### config.mk
export PLATFORM = sky130hd
export DESIGN_NAME = lif_neuron_mc
export DESIGN_NICKNAME = d
export VERILOG_FILES = /design/src/rtl/snn_pkg.sv /design/src/rtl/lif_syn_accum.sv /design/src/rtl/lif_neuron_mc.sv
export SDC_FILE = /design/constraint.sdc
export NUM_CORES = 1
export LEC_CHECK = 0
export BUFFER_PORTS_ARGS = -buffer_cell sky130_fd_sc_hd__buf_2
export CORE_UTILIZATION = 30
export DETAILED_ROUTE_END_ITERATION = 8
export GPL_ROUTABILITY_DRIVEN = 0
export PLACE_DENSITY = 0.5
export SLEW_MARGIN = 25
export SYNTH_ARGS = -nofsm -noshare
export SYNTH_HDL_FRONTEND = slang
export SYNTH_HIERARCHICAL = 1
export SYNTH_SLANG_ARGS = --single-unit
### constraint.sdc
create_clock -name clk -period 5.5 [get_ports clk]
set_input_delay 0.275 -clock clk [delete_from_list [all_inputs] [get_ports clk]]
set_output_delay 0.275 -clock clk [all_outputs]
set_load 0.03 [all_outputs]
### src/rtl/snn_pkg.sv
// Shared types and defaults for the spiking neuron blocks.
// Holds the LIF state encoding and the default parameter values.
package snn_pkg;

  typedef enum logic {
    INTEGRATE = 1'b0,
    REFRACT   = 1'b1
  } lif_state_e;

  localparam int N_IN_DEF      = 4;
  localparam int W_WIDTH_DEF   = 8;
  localparam int V_WIDTH_DEF   = 16;
  localparam int REF_WIDTH_DEF = 4;

endpackage

### src/rtl/lif_syn_accum.sv
// Synaptic accumulator: signed sum of active weights.
// The output is wide enough that no spike pattern can overflow it.
module lif_syn_accum #(
  parameter int N_IN    = 4,
  parameter int W_WIDTH = 8,
  parameter int SUM_W   = 11
) (
  input  logic [N_IN-1:0]         input_spike,
  input  logic [N_IN*W_WIDTH-1:0] weight,
  output logic [SUM_W-1:0]        sum
);

  // Sign-extend each active weight and add it in.
  always_comb begin
    logic [W_WIDTH-1:0] wi;
    sum = '0;
    wi  = '0;
    for (int i = 0; i < N_IN; i++) begin
      wi = weight[i*W_WIDTH +: W_WIDTH];
      if (input_spike[i])
        sum = sum + {{(SUM_W-W_WIDTH){wi[W_WIDTH-1]}}, wi};
    end
  end

endmodule

### src/rtl/lif_neuron_mc.sv
// Leaky integrate-and-fire neuron with refractory period.
// Integrates on each step strobe, clamps, fires and optionally rests.
module lif_neuron_mc
  import snn_pkg::*;
#(
  parameter int N_IN      = N_IN_DEF,
  parameter int W_WIDTH   = W_WIDTH_DEF,
  parameter int V_WIDTH   = V_WIDTH_DEF,
  parameter int REF_WIDTH = REF_WIDTH_DEF
) (
  input  logic                    clk,
  input  logic                    rst_n,
  input  logic                    step_en,
  input  logic [N_IN-1:0]         input_spike,
  input  logic [N_IN*W_WIDTH-1:0] weight,
  input  logic [V_WIDTH-1:0]      threshold,
  input  logic [V_WIDTH-1:0]      leak_factor,
  input  logic [REF_WIDTH-1:0]    refractory_period,
  input  logic                    reset_mode,
  output logic                    output_spike,
  output logic [V_WIDTH-1:0]      membrane_v,
  output logic                    refractory
);

  localparam int SUM_W = W_WIDTH + $clog2(N_IN) + 1;
  localparam int VR_W  = V_WIDTH + 2;

  lif_state_e           state, state_n;
  logic [REF_WIDTH-1:0] cnt, cnt_n;
  logic [V_WIDTH-1:0]   mem_n;
  logic                 spike_n;
  logic [SUM_W-1:0]     sum;
  logic signed [VR_W-1:0] v_raw;
  logic [V_WIDTH-1:0]   v_next;
  logic                 fire;

  lif_syn_accum #(
    .N_IN    (N_IN),
    .W_WIDTH (W_WIDTH),
    .SUM_W   (SUM_W)
  ) u_accum (
    .input_spike (input_spike),
    .weight      (weight),
    .sum         (sum)
  );

  assign v_raw = $signed({2'b00, membrane_v})
               + $signed({{(VR_W-SUM_W){sum[SUM_W-1]}}, sum})
               - $signed({2'b00, leak_factor});

  // Saturate the raw potential into the unsigned membrane range.
  always_comb begin
    v_next = v_raw[V_WIDTH-1:0];
    if (v_raw[VR_W-1])
      v_next = '0;
    else if (v_raw[V_WIDTH])
      v_next = '1;
  end

  assign fire       = (v_next >= threshold);
  assign refractory = (state == REFRACT);

  // Next state, membrane, counter and pulse for this strobe.
  always_comb begin
    state_n = state;
    mem_n   = membrane_v;
    cnt_n   = cnt;
    spike_n = 1'b0;
    if (step_en) begin
      unique case (state)
        INTEGRATE: begin
          if (fire) begin
            spike_n = 1'b1;
            mem_n   = reset_mode ? (v_next - threshold) : '0;
            if (refractory_period != '0) begin
              cnt_n   = refractory_period;
              state_n = REFRACT;
            end
          end else begin
            mem_n = v_next;
          end
        end
        REFRACT: begin
          cnt_n = cnt - REF_WIDTH'(1);
          if (cnt <= REF_WIDTH'(1)) begin
            cnt_n   = '0;
            state_n = INTEGRATE;
          end
        end
        default: state_n = INTEGRATE;
      endcase
    end
  end

  // All neuron state, cleared asynchronously.
  always_ff @(posedge clk or negedge rst_n) begin
    if (!rst_n) begin
      state        <= INTEGRATE;
      membrane_v   <= '0;
      cnt          <= '0;
      output_spike <= 1'b0;
    end else begin
      state        <= state_n;
      membrane_v   <= mem_n;
      cnt          <= cnt_n;
      output_spike <= spike_n;
    end
  end

endmodule

; Yosys cells after proc, flatten, opt, wreduce, memory -nomap -nowiden
; Index checks and enable logic that the tools add are counted.
[word_totals]
reg_bits = 22
in_bits = 76
output_inout_bits = 18
elab_cells = 38
[op_classes]
n_addsub = 7
order_cmp = 2
eq_ne = 2
mux = 19
bitwise = 1
reduce_logical = 3
[op_table]
columns = op, n
row1 = 2-to-1 mux 16 bit, 4
row2 = 2-to-1 mux 11 bit, 4
row3 = adder 11 bit, 3
row4 = adder 17 x 11 -> 18 bit, 1
row5 = subtractor 18 x 17 -> 18 bit, 1
row6 = greater-or-equal comparator 16 bit, 1
row7 = subtractor 16 bit, 1
row8 = 2-to-1 mux 4 bit, 3
row9 = case mux 4 bit (2 select lines), 1
row10 = 2-to-1 mux 1 bit, 6
row11 = less-or-equal comparator 4 x 1 -> 1 bit (second input constant), 1
row12 = != test 2 bit (second input constant), 2
row13 = nonzero test 4 bit, 1
row14 = subtractor 4 x 1 -> 4 bit (second input constant), 1
row15 = AND reduction 3 bit, 1
row16 = case mux 1 bit (2 select lines), 1
row17 = AND reduction 2 bit, 1
row18 = inverter 1 bit, 1

; Logic depth before layout (Yosys ltp)
; Gate-level depths: netlist of the first run.
[logic_depth]
word_depth = 15
mapped_depth = 47

; Hierarchy
; The synthesis of the first run kept the hierarchy.
[modules_own_cells]
columns = module, instances, cells_per_inst, area_per_inst_um2
row1 = lif_neuron_mc, 1, 452, 3458.3
row2 = lif_syn_accum, 1, 261, 1809.2

; Worst setup path before layout of the first run
; No wires, ideal clock.
[synth_path]
path_kind = input -> register
startpoint = input input_spike[0]
endpoint = register membrane_v[2]
setup_ns = 0.090
t_arrival_ns = 9.208
t_required_ns = 5.410
setup_slack_ns = -3.798
cell_stages = 45
path_buffers = 4
path_cell_list = buf_2 clkbuf_1 and2_1 ha_1 ha_1 a21oi_2 o21ai_0 a221oi_2 nand2_1 nor3b_1 a2111oi_1 inv_1 ha_1 a21oi_1 o211ai_1 a41oi_1 xnor2_1 nand2_1 (+9 left out) inv_1 ha_1 a211oi_1 nor2_1 or3_1 o2111ai_1 and2_1 clkbuf_1 nor2_1 ha_1 a21oi_1 o21ai_1 a221o_1 a21o_1 nor2_1 nand3_1 buf_2 o221ai_1
[synth_via]
elab_chain_len = 14
[synth_lines]
columns = item, line
row1 = start: declaration, lif_neuron_mc.sv:14  ; input logic [N_IN-1:0] input_spike,
row2 = 2-to-1 mux 11 bit (*), lif_syn_accum.sv:20  ; if (input_spike[i])
row3 = adder 11 bit, lif_syn_accum.sv:21  ; sum = sum + {{(SUM_W-W_WIDTH){wi[W_WIDTH-1]}}, wi};
row4 = 2-to-1 mux 11 bit (*), lif_syn_accum.sv:20
row5 = adder 11 bit, lif_syn_accum.sv:21
row6 = 2-to-1 mux 11 bit (*), lif_syn_accum.sv:20
row7 = adder 11 bit, lif_syn_accum.sv:21
row8 = 2-to-1 mux 11 bit (*), lif_syn_accum.sv:20
row9 = named net sum[10], lif_neuron_mc.sv:32  ; logic [SUM_W-1:0] sum;
row10 = adder 17 x 11 -> 18 bit (*), lif_neuron_mc.sv:48  ; + $signed({{(VR_W-SUM_W){sum[SUM_W-1]}}, sum})
row11 = subtractor 18 x 17 -> 18 bit (*), lif_neuron_mc.sv:49  ; - $signed({2'b00, leak_factor});
row12 = 2-to-1 mux 16 bit, lif_neuron_mc.sv:56  ; else if (v_raw[V_WIDTH])
row13 = 2-to-1 mux 16 bit (*), lif_neuron_mc.sv:54  ; if (v_raw[VR_W-1])
row14 = subtractor 16 bit, lif_neuron_mc.sv:74  ; mem_n = reset_mode ? (v_next - threshold) : '0;
row15 = 2-to-1 mux 16 bit, lif_neuron_mc.sv:74
row16 = 2-to-1 mux 16 bit (*), lif_neuron_mc.sv:72  ; if (fire) begin
row17 = end signal: assignment, lif_neuron_mc.sv:104  ; membrane_v <= mem_n;
row18 = end: declaration, lif_neuron_mc.sv:21  ; output logic [V_WIDTH-1:0] membrane_v,
; The timed path passes the listed nets; every way through them passes the cells marked *.
; A chain may end at the register's enable or synchronous reset.

; Worst setup path after layout of the first run
[layout_path]
startpoint = input weight[1]
endpoint = register membrane_v[15]
[layout_via]
elab_chain_len = 14
[layout_lines]
columns = item, line
row1 = start: declaration, lif_neuron_mc.sv:15  ; input logic [N_IN*W_WIDTH-1:0] weight,
row2 = 2-to-1 mux 11 bit (*), lif_syn_accum.sv:20
row3 = adder 11 bit, lif_syn_accum.sv:21
row4 = 2-to-1 mux 11 bit (*), lif_syn_accum.sv:20
row5 = adder 11 bit, lif_syn_accum.sv:21
row6 = 2-to-1 mux 11 bit (*), lif_syn_accum.sv:20
row7 = adder 11 bit, lif_syn_accum.sv:21
row8 = 2-to-1 mux 11 bit (*), lif_syn_accum.sv:20
row9 = named net sum[10], lif_neuron_mc.sv:32
row10 = adder 17 x 11 -> 18 bit (*), lif_neuron_mc.sv:48
row11 = subtractor 18 x 17 -> 18 bit (*), lif_neuron_mc.sv:49
row12 = 2-to-1 mux 16 bit, lif_neuron_mc.sv:56
row13 = 2-to-1 mux 16 bit (*), lif_neuron_mc.sv:54
row14 = subtractor 16 bit, lif_neuron_mc.sv:74
row15 = 2-to-1 mux 16 bit, lif_neuron_mc.sv:74
row16 = 2-to-1 mux 16 bit (*), lif_neuron_mc.sv:72
; Marks and branches as above.

==> summary.txt, run 1 <==
Synthesis
  – Post-synthesis adder-cell area fraction: between 20% and 30%
  – Post-synth ARST share: 100%
  – Number of distinct library cells after synthesis: 76
  – Synth Area in Compound Gates: 26.2%
  – Ys Warns: 6
  – XOR/XNOR Fraction of Synth Area: roughly 7.6%
  – Main synth FF type: dfrtp_1
  – Synth Area per Inst: 7.39 µm²
  – Multiplexer area fraction after synthesis: between 3 and 4%
  – Sequential area share after synthesis: a little over a tenth
  – Cell count after synthesis: roughly 700
  – Syn Nets: 870
  – Largest family of logic cells by synthesized area: compound AO/OA/AOI/OAI gates
  – Post-synthesis simple-gate area fraction: a little over a fifth
  – EDFF count, synth: 0
  – Yosys reg bits: 22
  – Synth Cell Area: between 0.005 and 0.006 mm²

Placed design
  – Placed cells: between 1k and 1.5k
  – PortBufs: 93
  – Dpl hpwl: approximately 14000 µm
  – Area of placed instances: 0.00761 mm²

STA
  – Tcrit/Tclk final: 152%
  – Final setup vio count: 22
  – WHS: -12.2 ps
  – Fin. Hold Viols: 12
  – Slew @ Worst Pin: 564 ps
  – Layout Skew: about 2.4 ps
  – Worst setup margin: -2860 ps
  – Fin. max-slew vios: 0
  – Worst slew margin: between 60% and 70%
  – Fmax: around 0.12 GHz
  – Unrepaired setup endpoints after global routing: true
  – Fin crit period: approximately 8400 ps
  – Setup TNS: -61010 ps

Routing
  – Wire length on met3: between 300 and 400 µm
  – Routed wire length: 17000 µm
  – Top Layer Used: met4
  – Pre-Repair DR Iteration Count: 4
  – Drt via density: around 4.9
  – DR DRC count: 0
  – Wire length on met1: roughly 8000 µm
  – Routed wl met2: around 8400 µm
  – Via Count: between 6k and 7k
  – Remaining antenna violation count after routing: 0
  – Routed len/inst: approximately 14 µm
  – Iter 0 DRT Violations: 151

Cells and area
  – Layout cell share with drive strength beyond 1: 46.8%
  – Design Area, Final: 0.00871 mm²
  – Ant diodes: 0
  – Nets: around 1.2k
  – Syn-to-layout area delta: 65.4%
  – Final core occ: 50.5%
  – Non-filler cells, final: roughly 1.2k
  – Fillers: approximately 1.7k

Setup path
  – Most used cell, CP: nand2_1
  – Max incr delay on CP: ~480 ps
  – Critical path origin: weight[1]
  – Crit Path Max Fanout: 8
  – Crit path DAT: 8550 ps
  – Setup Crit Path Kind: in2reg
  – CP required: about 5700 ps
  – Setup crit start kind: primary input
  – Start of the worst register-to-register path: membrane_v[6]
  – Register-to-register setup slack: just under 700 ps
  – Crit. End Element: flop
  – Crit-path slowest cell: fa_1

Floorplan
  – Die X: 135 µm
  – IO Count: 94
  – Core Rows: 48
  – Die Height: around 130 µm
  – Starting Density: a little under a third
  – Total die area: approximately 0.018 mm²
  – Core area: 0.0172 mm²

Clocking
  – TritonCTS Sinks: 22
  – CTS root buf: clkbuf_16
  – Clock slew at reported path FFs: approximately 60 ps
  – Clk Latency, worst-skew pair: about 260 ps
  – Longest Clk Path Bufs: 2
  – Num CTS Buffers: 3
  – CTS tree: done
  – H-Tree Depth: 1

Global routing
  – Largest net degree at the start of global routing: 23
  – First-pass GRT wire length: 27600 µm
  – Initial antenna violation count: 0
  – GRT overflow: 0
  – Gr usage total: a little under a fifth
  – Vias in the first global route: 5936

Min path
  – Hold Path Class: in2async

Job
  – Max Cap Viol: 0

Outcome
  – Status: finished, violations left
  – Failing checks: hold timing, setup timing
cell type report:
type | count | area, µm² | share of cell area (%)
flip-flops and latches | 22 | 551 | 6.32
well taps | 225 | 282 | 3.23
repair buffers | 329 | 2350 | 26.9
inverters | 93 | 352 | 4.04
clock buffers | 4 | 88.8 | 1.02
multi-input cells | 575 | 5090 | 58.5
metal layers:
layer	track usage, %	vias up
li1	-	3150
met1	24.5	2822
met2	34.2	107
met3	0.601	19
met4	3.25	0
met5	0	-
kinds of logic after synthesis:
logic type	count (synthesis)
AOI/OAI and AO/OA	198
xor gates and xnor gates	43
adders and majority gates	81
buffers and inverters	116
DFF	22
muxes	18
and+or+nand+nor	235
synthesized netlist by cell type (7+ instances only):
library cell,n,share of area [%]
nand3_1,19,1.8
nand2b_1,9,1.1
dfrtp_1,22,10
fa_1,19,7.2
nor2b_1,11,1.3
or3_1,12,1.4
inv_1,93,6.6
nor3_1,13,1.2
a21oi_1,45,4.3
o21a_1,8,1.1
a21o_1,13,1.9
ha_1,62,15
mux2i_1,8,1.5
o21ai_0,36,3.4
a211oi_1,7,1.0
o211ai_1,11,1.6
xor2_1,13,2.2
nand2_1,59,4.2
nor2_1,77,5.5
o221ai_1,11,1.8
mux2_2,10,2.1
xnor2_1,28,4.7
clkbuf_1,16,1.1
placed cells by master, fill, tap and decap left out, types with 7 or more instances in the layout:
master | synthesis | layout
nand2_2 | 0 | 7
o21a_1 | 8 | 8
a21oi_4 | 0 | 8
o21ai_2 | 0 | 8
ha_1 | 62 | 44
o211ai_1 | 11 | 11
or3_1 | 12 | 10
mux2i_1 | 8 | 8
nand2_1 | 59 | 51
a21oi_1 | 45 | 32
dfrtp_1 | 22 | 22
o21ai_0 | 36 | 19
fa_1 | 19 | 18
a21o_1 | 13 | 13
buf_6 | 1 | 11
buf_2 | 6 | 92
o21ai_1 | 3 | 11
mux2_2 | 10 | 9
buf_4 | 0 | 220
nor2b_1 | 11 | 9
xor2_1 | 13 | 13
o221ai_2 | 0 | 7
inv_1 | 93 | 88
nor2_1 | 77 | 52
nor2_2 | 0 | 12
nand3_1 | 19 | 13
nor2_4 | 0 | 13
ha_4 | 0 | 15
xnor2_1 | 28 | 25
nor3_1 | 13 | 12
a21oi_2 | 2 | 7
nand2b_1 | 9 | 9
per-stage QoR:
stage / hold WS (ps) / setup slack (ps)
final: -12.2 / -2860
after global routing: 34.2 / -3280
after CTS: 8.05 / -2760
after detailed placement: 285 / -3290
after global placement: 282 / -3180
after floorplan: -20.6 / -2830
registers in the layout (all words and copies together), names as in the netlist:
register / flops
membrane_v: 16
refractory: 1
output_spike: 1
cnt: 4
critical path, delay by kind of cell:
family	cells	cell delay (ps)
adder cells (fa/ha/maj)	7	2100
AND/OR/NAND/NOR	9	1080
XOR/XNOR	5	1150
AO/OA/AOI/OAI	18	2810
buffers and inverters	8	1100
timing repair:
action                     4_1_cts  5_1_grt
gates resized for setup         61       83
cloned                           1        0
setup endpoints to repair       22       22
setup buffers                   25       18
hold buffers                     0        0
pin swaps                       27       37
worst paths after layout:
path                                  endpoint  cells after the start
worst max-delay path            membrane_v[15]                     47
min in group clk                        cnt[2]                      3
max in group asynchronous        membrane_v[6]                      1
worst min-delay path                    cnt[0]                      1
worst min register to register          cnt[2]                      1
worst max register to register  membrane_v[15]                     22
Power of run 1 is left out: the tool's default activity adds up to more than one toggle a clock period on the data nets, which glitch-free logic cannot reach.
==> run 2: changes to the inputs <==
--- a/config.mk
+++ b/config.mk
@@ -10,6 +10,7 @@
 export DETAILED_ROUTE_END_ITERATION = 8
 export GPL_ROUTABILITY_DRIVEN = 0
 export PLACE_DENSITY = 0.5
+export SETUP_SLACK_MARGIN = 0.5
 export SLEW_MARGIN = 25
 export SYNTH_ARGS = -nofsm -noshare
 export SYNTH_HDL_FRONTEND = slang
==> summary.txt, run 2 (synthesis gave the netlist of run 1 again) <==
Outcome
  – Status: finished, violations left
  – Failing checks: hold timing, setup timing

Global routing
  – GRT overflow: 0 (unchanged)
  – Gr usage total: 18.6% (unchanged)
  – Vias in the first global route: 5936 (unchanged)
  – Initial antenna violation count: 0 (unchanged)
  – First-pass GRT wire length: 27600 µm (unchanged)
  – Largest net degree at the start of global routing: 23 (unchanged)

Placed design
  – Dpl hpwl: 13900 µm (unchanged)
  – PortBufs: 93 (unchanged)

STA
  – Slew @ Worst Pin: 560 ps (-4.33 ps)
  – Worst setup margin: -2860 ps (+5.09 ps)
  – WHS: -10.7 ps (+1.46 ps)
  – Fin. Hold Viols: 13 (+1)
  – Fin. max-slew vios: 0 (unchanged)
  – Tcrit/Tclk final: 152% (about the same)
  – Layout Skew: 1.71 ps (-0.693 ps)
  – Setup TNS: -61240 ps (-230 ps)
  – Fin crit period: 8360 ps (-5.09 ps)
  – Unrepaired setup endpoints after global routing: true
  – Fmax: 0.120 GHz (about the same)
  – Worst slew margin: 62.4% (+0.29 points)
  – Final setup vio count: 22 (unchanged)

Routing
  – Remaining antenna violation count after routing: 0 (unchanged)
  – Via Count: 6000 (-1.6%)
  – Iter 0 DRT Violations: 167 (+11%)
  – Routed wire length: 16700 µm (-1.9%)
  – Routed len/inst: 13.4 µm (-1.2%)
  – Pre-Repair DR Iteration Count: 4 (unchanged)
  – Drt via density: 4.84 (-0.89%)
  – DR DRC count: 0 (unchanged)

Clocking
  – Num CTS Buffers: 3 (unchanged)
  – CTS root buf: clkbuf_16
  – Longest Clk Path Bufs: 2 (unchanged)
  – TritonCTS Sinks: 22 (unchanged)
  – CTS tree: done
  – Hold-fix buffers at CTS: 0 (unchanged)
  – Clk Latency, worst-skew pair: 260 ps (about the same)
  – Clock slew at reported path FFs: 60 ps (about the same)
  – H-Tree Depth: 1 (unchanged)

Cells and area
  – Most frequent cells in the layout: buf_4 (218), buf_2 (92), inv_1 (88)
  – Largest Register: membrane_v
  – Fillers: 1707 (+2.3%)
  – Top flop regs: membrane_v: 16 flops, cnt: 4 flops
  – Ant diodes: 0 (unchanged)
  – Layout cell share with drive strength beyond 1: 43.5% (-3.3 points)
  – Max reg flops: 16 (unchanged)
  – Syn-to-layout area delta: 59.1%
  – Most common cell after layout, fill and taps aside: buf_4
  – Nets: 1172 (-0.76%)

Setup path
  – Delay-heaviest family, CP: compound AO/OA/AOI/OAI gates
  – Buf+Inv Stages, Crit Path: 8 (unchanged)
  – Most used cell, CP: ha_4
  – Crit Path Max Fanout: 8 (unchanged)
  – CP required: 5670 ps (-20 ps)
  – Setup crit start kind: primary input
  – Max incr delay on CP: 480 ps (about the same)
  – Crit. End Element: flop
  – Crit path DAT: 8530 ps (-20 ps)
  – Crit-path slowest cell: fa_1
  – Setup Crit Path Kind: in2reg

Floorplan
  – Die X: 135 µm (unchanged)
  – Total die area: 0.0181 mm² (unchanged)
  – Core Rows: 48 (unchanged)
  – Starting Density: 30.6% (unchanged)
  – Core area: 0.0172 mm² (unchanged)
  – Die Height: 135 µm (unchanged)
  – IO Count: 94 (unchanged)

Job
  – Max Cap Viol: 0 (unchanged)

Min path
  – Hold Path Class: in2async
[run 2: cell count changes in the layout (fill, tap and decap cells not counted), sizes merged]
cell  change
buf       -9
[run 2: cell type report]
cell class	count	area (µm²)	area share, %
Clock buffer	4	88.8	1.06
Inverter	93	352	4.19
Multi-Input combinational cell	575	4870	58.1
Sequential cell	22	551	6.57
Tap cell	225	282	3.36
Timing Repair Buffer	320	2240	26.7
[run 2: final timing paths]
kind,cells past startpoint,to,slack [ps],startpoint
setup / recovery,47,membrane_v[1],-2860,input_spike[0]
hold / removal,1,cnt[0],-10,rst_n
setup reg to reg,22,membrane_v[1],720,membrane_v[6]
hold reg to reg,1,cnt[2],550,cnt[2]
max in group asynchronous,1,membrane_v[3],5150,rst_n
min in group clk,2,refractory,300,step_en
[run 2: timing repair]
action	in CTS	in global routing
pin swaps	27	25
gates resized for setup	61	32
gates cloned	1	0
setup endpoints to repair	22	22
buffers inserted	25	7
[run 2: worst register-to-register path, cell delays in order (launching register included)]
cell and delay (ps):
dfrtp_1 430, inv_1 90, fa_1 500, inv_1 40, ha_1 330, and3_1 210, a22o_1 260, o211ai_1 200
o211ai_1 160, xnor2_2 220, buf_12 170, buf_8 140, o21ai_2 60, ha_2 190, fa_2 360, nor2b_4 150
o31ai_4 80, a21oi_4 240, o2111a_2 260, o21ai_2 70, buf_4 150, or3_1 320, o221ai_1 80
[run 2: metal layers]
metal | track usage [%] | share of wire [%]
met1 | 24.5 | 47
met5 | 0 | 0
met2 | 34.2 | 49
met3 | 0.601 | 2.3
met4 | 3.25 | 1.1
[run 2: stage by stage]
| step | utilization [%] | hold slack (ps) | worst slack (ps) | cells | instance area, µm² |
|---|---|---|---|---|---|
| final | 48.6 | -10.7 | -2860 | 1239 | 8380 |
| after global routing | 48.6 | 38.1 | -3350 | 1239 | 8380 |
| after CTS | 47.6 | 8.05 | -2760 | 1232 | 8200 |
| after detailed placement | 44.1 | 285 | -3290 | 1202 | 7610 |
| after global placement | 44.1 | 282 | -3180 | 1202 | 7610 |
| after floorplan | - | -20.6 | -2830 | 713 | 5540 |
Power of run 2 is left out for the same reason.
==> run 3: changes to the inputs <==
--- a/config.mk
+++ b/config.mk
@@ -6,7 +6,9 @@
 export NUM_CORES = 1
 export LEC_CHECK = 0
 export BUFFER_PORTS_ARGS = -buffer_cell sky130_fd_sc_hd__buf_2
+export CAP_MARGIN = 20
 export CORE_UTILIZATION = 30
+export CTS_BUF_LIST = sky130_fd_sc_hd__clkbuf_4 sky130_fd_sc_hd__clkbuf_8
 export DETAILED_ROUTE_END_ITERATION = 8
 export GPL_ROUTABILITY_DRIVEN = 0
 export PLACE_DENSITY = 0.5
==> summary.txt, run 3 (synthesis gave the netlist of run 1 again) <==
Outcome
  – Status: finished, violations left
  – Failing checks: setup timing

STA
  – Slew @ Worst Pin: 566 ps (+5.84 ps)
  – Layout Skew: 1.84 ps (+0.134 ps)
  – Final setup vio count: 22 (unchanged)
  – Fin. Hold Viols: 0 (-13)
  – Fin crit period: 8310 ps (-41.5 ps)
  – Fmax: 0.120 GHz (+0.50%)
  – Worst slew margin: 62.0% (-0.39 points)
  – WHS: 291 ps (+301 ps)
  – Fin. max-slew vios: 0 (unchanged)
  – Tcrit/Tclk final: 151% (-0.75 points)
  – Worst setup margin: -2810 ps (+41.5 ps)
  – Unrepaired setup endpoints after global routing: true

Clocking
  – Clk Latency, worst-skew pair: 280 ps (+20 ps)
  – Longest Clk Path Bufs: 2 (unchanged)
  – Num CTS Buffers: 3 (unchanged)
  – CTS root buf: clkbuf_8
  – Clock slew at reported path FFs: 80 ps (+20 ps)
  – CTS tree: done
  – H-Tree Depth: 1 (unchanged)
  – TritonCTS Sinks: 22 (unchanged)

Floorplan
  – Total die area: 0.0181 mm² (unchanged)
  – Starting Density: 30.6% (unchanged)
  – Core area: 0.0172 mm² (unchanged)
  – Die X: 135 µm (unchanged)
  – IO Count: 94 (unchanged)
  – Die Height: 135 µm (unchanged)
  – Core Rows: 48 (unchanged)

Cells and area
  – Layout cell share with drive strength beyond 1: 45.3% (+1.8 points)
  – Max reg flops: 16 (unchanged)
  – Top flop regs: membrane_v: 16 flops, cnt: 4 flops
  – Largest Register: membrane_v
  – Fillers: 1692 (-0.88%)
  – Most common cell after layout, fill and taps aside: buf_4
  – Nets: 1178 (+0.51%)
  – Most frequent cells in the layout: buf_4 (222), buf_2 (92), inv_1 (88)
  – Syn-to-layout area delta: 62.2%
  – Ant diodes: 0 (unchanged)

Setup path
  – Crit Path Max Fanout: 8 (unchanged)
  – CP required: 5660 ps (about the same)
  – Crit-path slowest cell: fa_1
  – Worst r2r dst: membrane_v[7]
  – Setup Crit Path Kind: in2reg
  – Max incr delay on CP: 480 ps (about the same)
  – Critical path origin: weight[1]
  – Crit path DAT: 8480 ps (-50 ps)
  – WP depth: 49 (+4.3%)
  – Reg2Reg Depth: 23 (+4.5%)
  – Register-to-register setup slack: 720 ps (about the same)
  – Critical Path Sink: membrane_v[7]
  – Start of the worst register-to-register path: membrane_v[3]
  – Delay-heaviest family, CP: compound AO/OA/AOI/OAI gates
  – Buf+Inv Stages, Crit Path: 10 (+2)
  – Crit. End Element: flop
  – Setup crit start kind: primary input

Routing
  – Routed wire length: 16800 µm (+0.83%)
  – Drt via density: 4.90 (+1.2%)
  – DR DRC count: 0 (unchanged)
  – Iter 0 DRT Violations: 148 (-11%)
  – Routed len/inst: 13.5 µm (+0.35%)
  – Pre-Repair DR Iteration Count: 4 (unchanged)
  – Via Count: 6100 (+1.7%)
  – Remaining antenna violation count after routing: 0 (unchanged)

Min path
  – Hold Path Class: in2reg
  – Min-delay src: refractory_period[2]

Global routing
  – GRT overflow: 0 (unchanged)
  – Vias in the first global route: 5965 (+0.49%)
  – Largest net degree at the start of global routing: 23 (unchanged)
  – Gr usage total: 18.7% (+0.072 points)
  – Initial antenna violation count: 0 (unchanged)
  – First-pass GRT wire length: 27600 µm (+0.13%)

Placed design
  – PortBufs: 93 (unchanged)
  – Dpl hpwl: 13900 µm (unchanged)
  – Setup slack at placement: -3290 ps (unchanged)

Job
  – Max Cap Viol: 0 (unchanged)
[run 3: cell count changes in the layout (fill, tap and decap cells not counted), moves of 3 or more]
cell and change:
clkbuf_16 -3, nor2_1 -4, buf_4 +4, ha_1 -6, ha_4 +5, nor2_4 +4
clkbuf_8 +3
[run 3: worst min path at each step]
stage                            end  slack [ps]  cells past startpoint
after global routing          cnt[2]         320                      3
after CTS                 refractory         280                      2
after floorplan               cnt[0]         -20                      0
after global placement        cnt[0]         280                      1
after detailed placement      cnt[0]         280                      1
final                         cnt[2]         290                      3
[run 3: per-stage QoR]
step,util (%),TNS (ps),instance area (µm²),cells
after global routing,49.6,-70390,8550,1245
after floorplan,-,-61120,5540,713
after global placement,44.1,-66860,7610,1202
after CTS,47.4,-59000,8180,1233
final,49.6,-60690,8550,1245
after detailed placement,44.1,-68920,7610,1202
[run 3: metal layers]
layer  global-route usage [%]  vias up  wire [µm]
met2                     34.3      106       8270
met3                    0.601       15        431
met4                     3.81        0        233
met5                        0        -          0
li1                         -     3143          -
met1                     24.4     2836       7860
[run 3: final cells by class]
class | instances | area [µm²] | area share (%)
Sequential cell | 22 | 551 | 6.44
Clock buffer | 4 | 55.1 | 0.644
Inverter | 93 | 352 | 4.11
Tap cell | 225 | 282 | 3.29
Timing Repair Buffer | 326 | 2290 | 26.9
Multi-Input combinational cell | 575 | 5010 | 58.7
[run 3: timing repair]
action / 4_1_cts / 5_1_grt
gates resized for setup: 61 / 59
setup endpoints to repair: 22 / 22
endpoints found under the hold margin: 22 / 0
hold buffers: 1 / 0
gates cloned: 1 / 0
setup buffers: 25 / 12
pin swaps: 27 / 27
[run 3: worst reg2reg max path, stage by stage (launching register included)]
cell	delay [ps]
dfrtp_1	350
inv_1	90
fa_1	510
inv_1	40
ha_1	340
a21oi_1	90
buf_4	150
a2111oi_4	360
buf_4	190
o31ai_2	70
a21o_1	190
a221o_1	370
o21a_1	230
ha_4	280
and3_4	180
buf_4	110
and4_1	210
buf_4	130
o2111ai_4	170
a21boi_4	220
buf_6	120
buf_6	110
a41oi_2	110
o21ai_1	100
Power of run 3 is left out for the same reason.
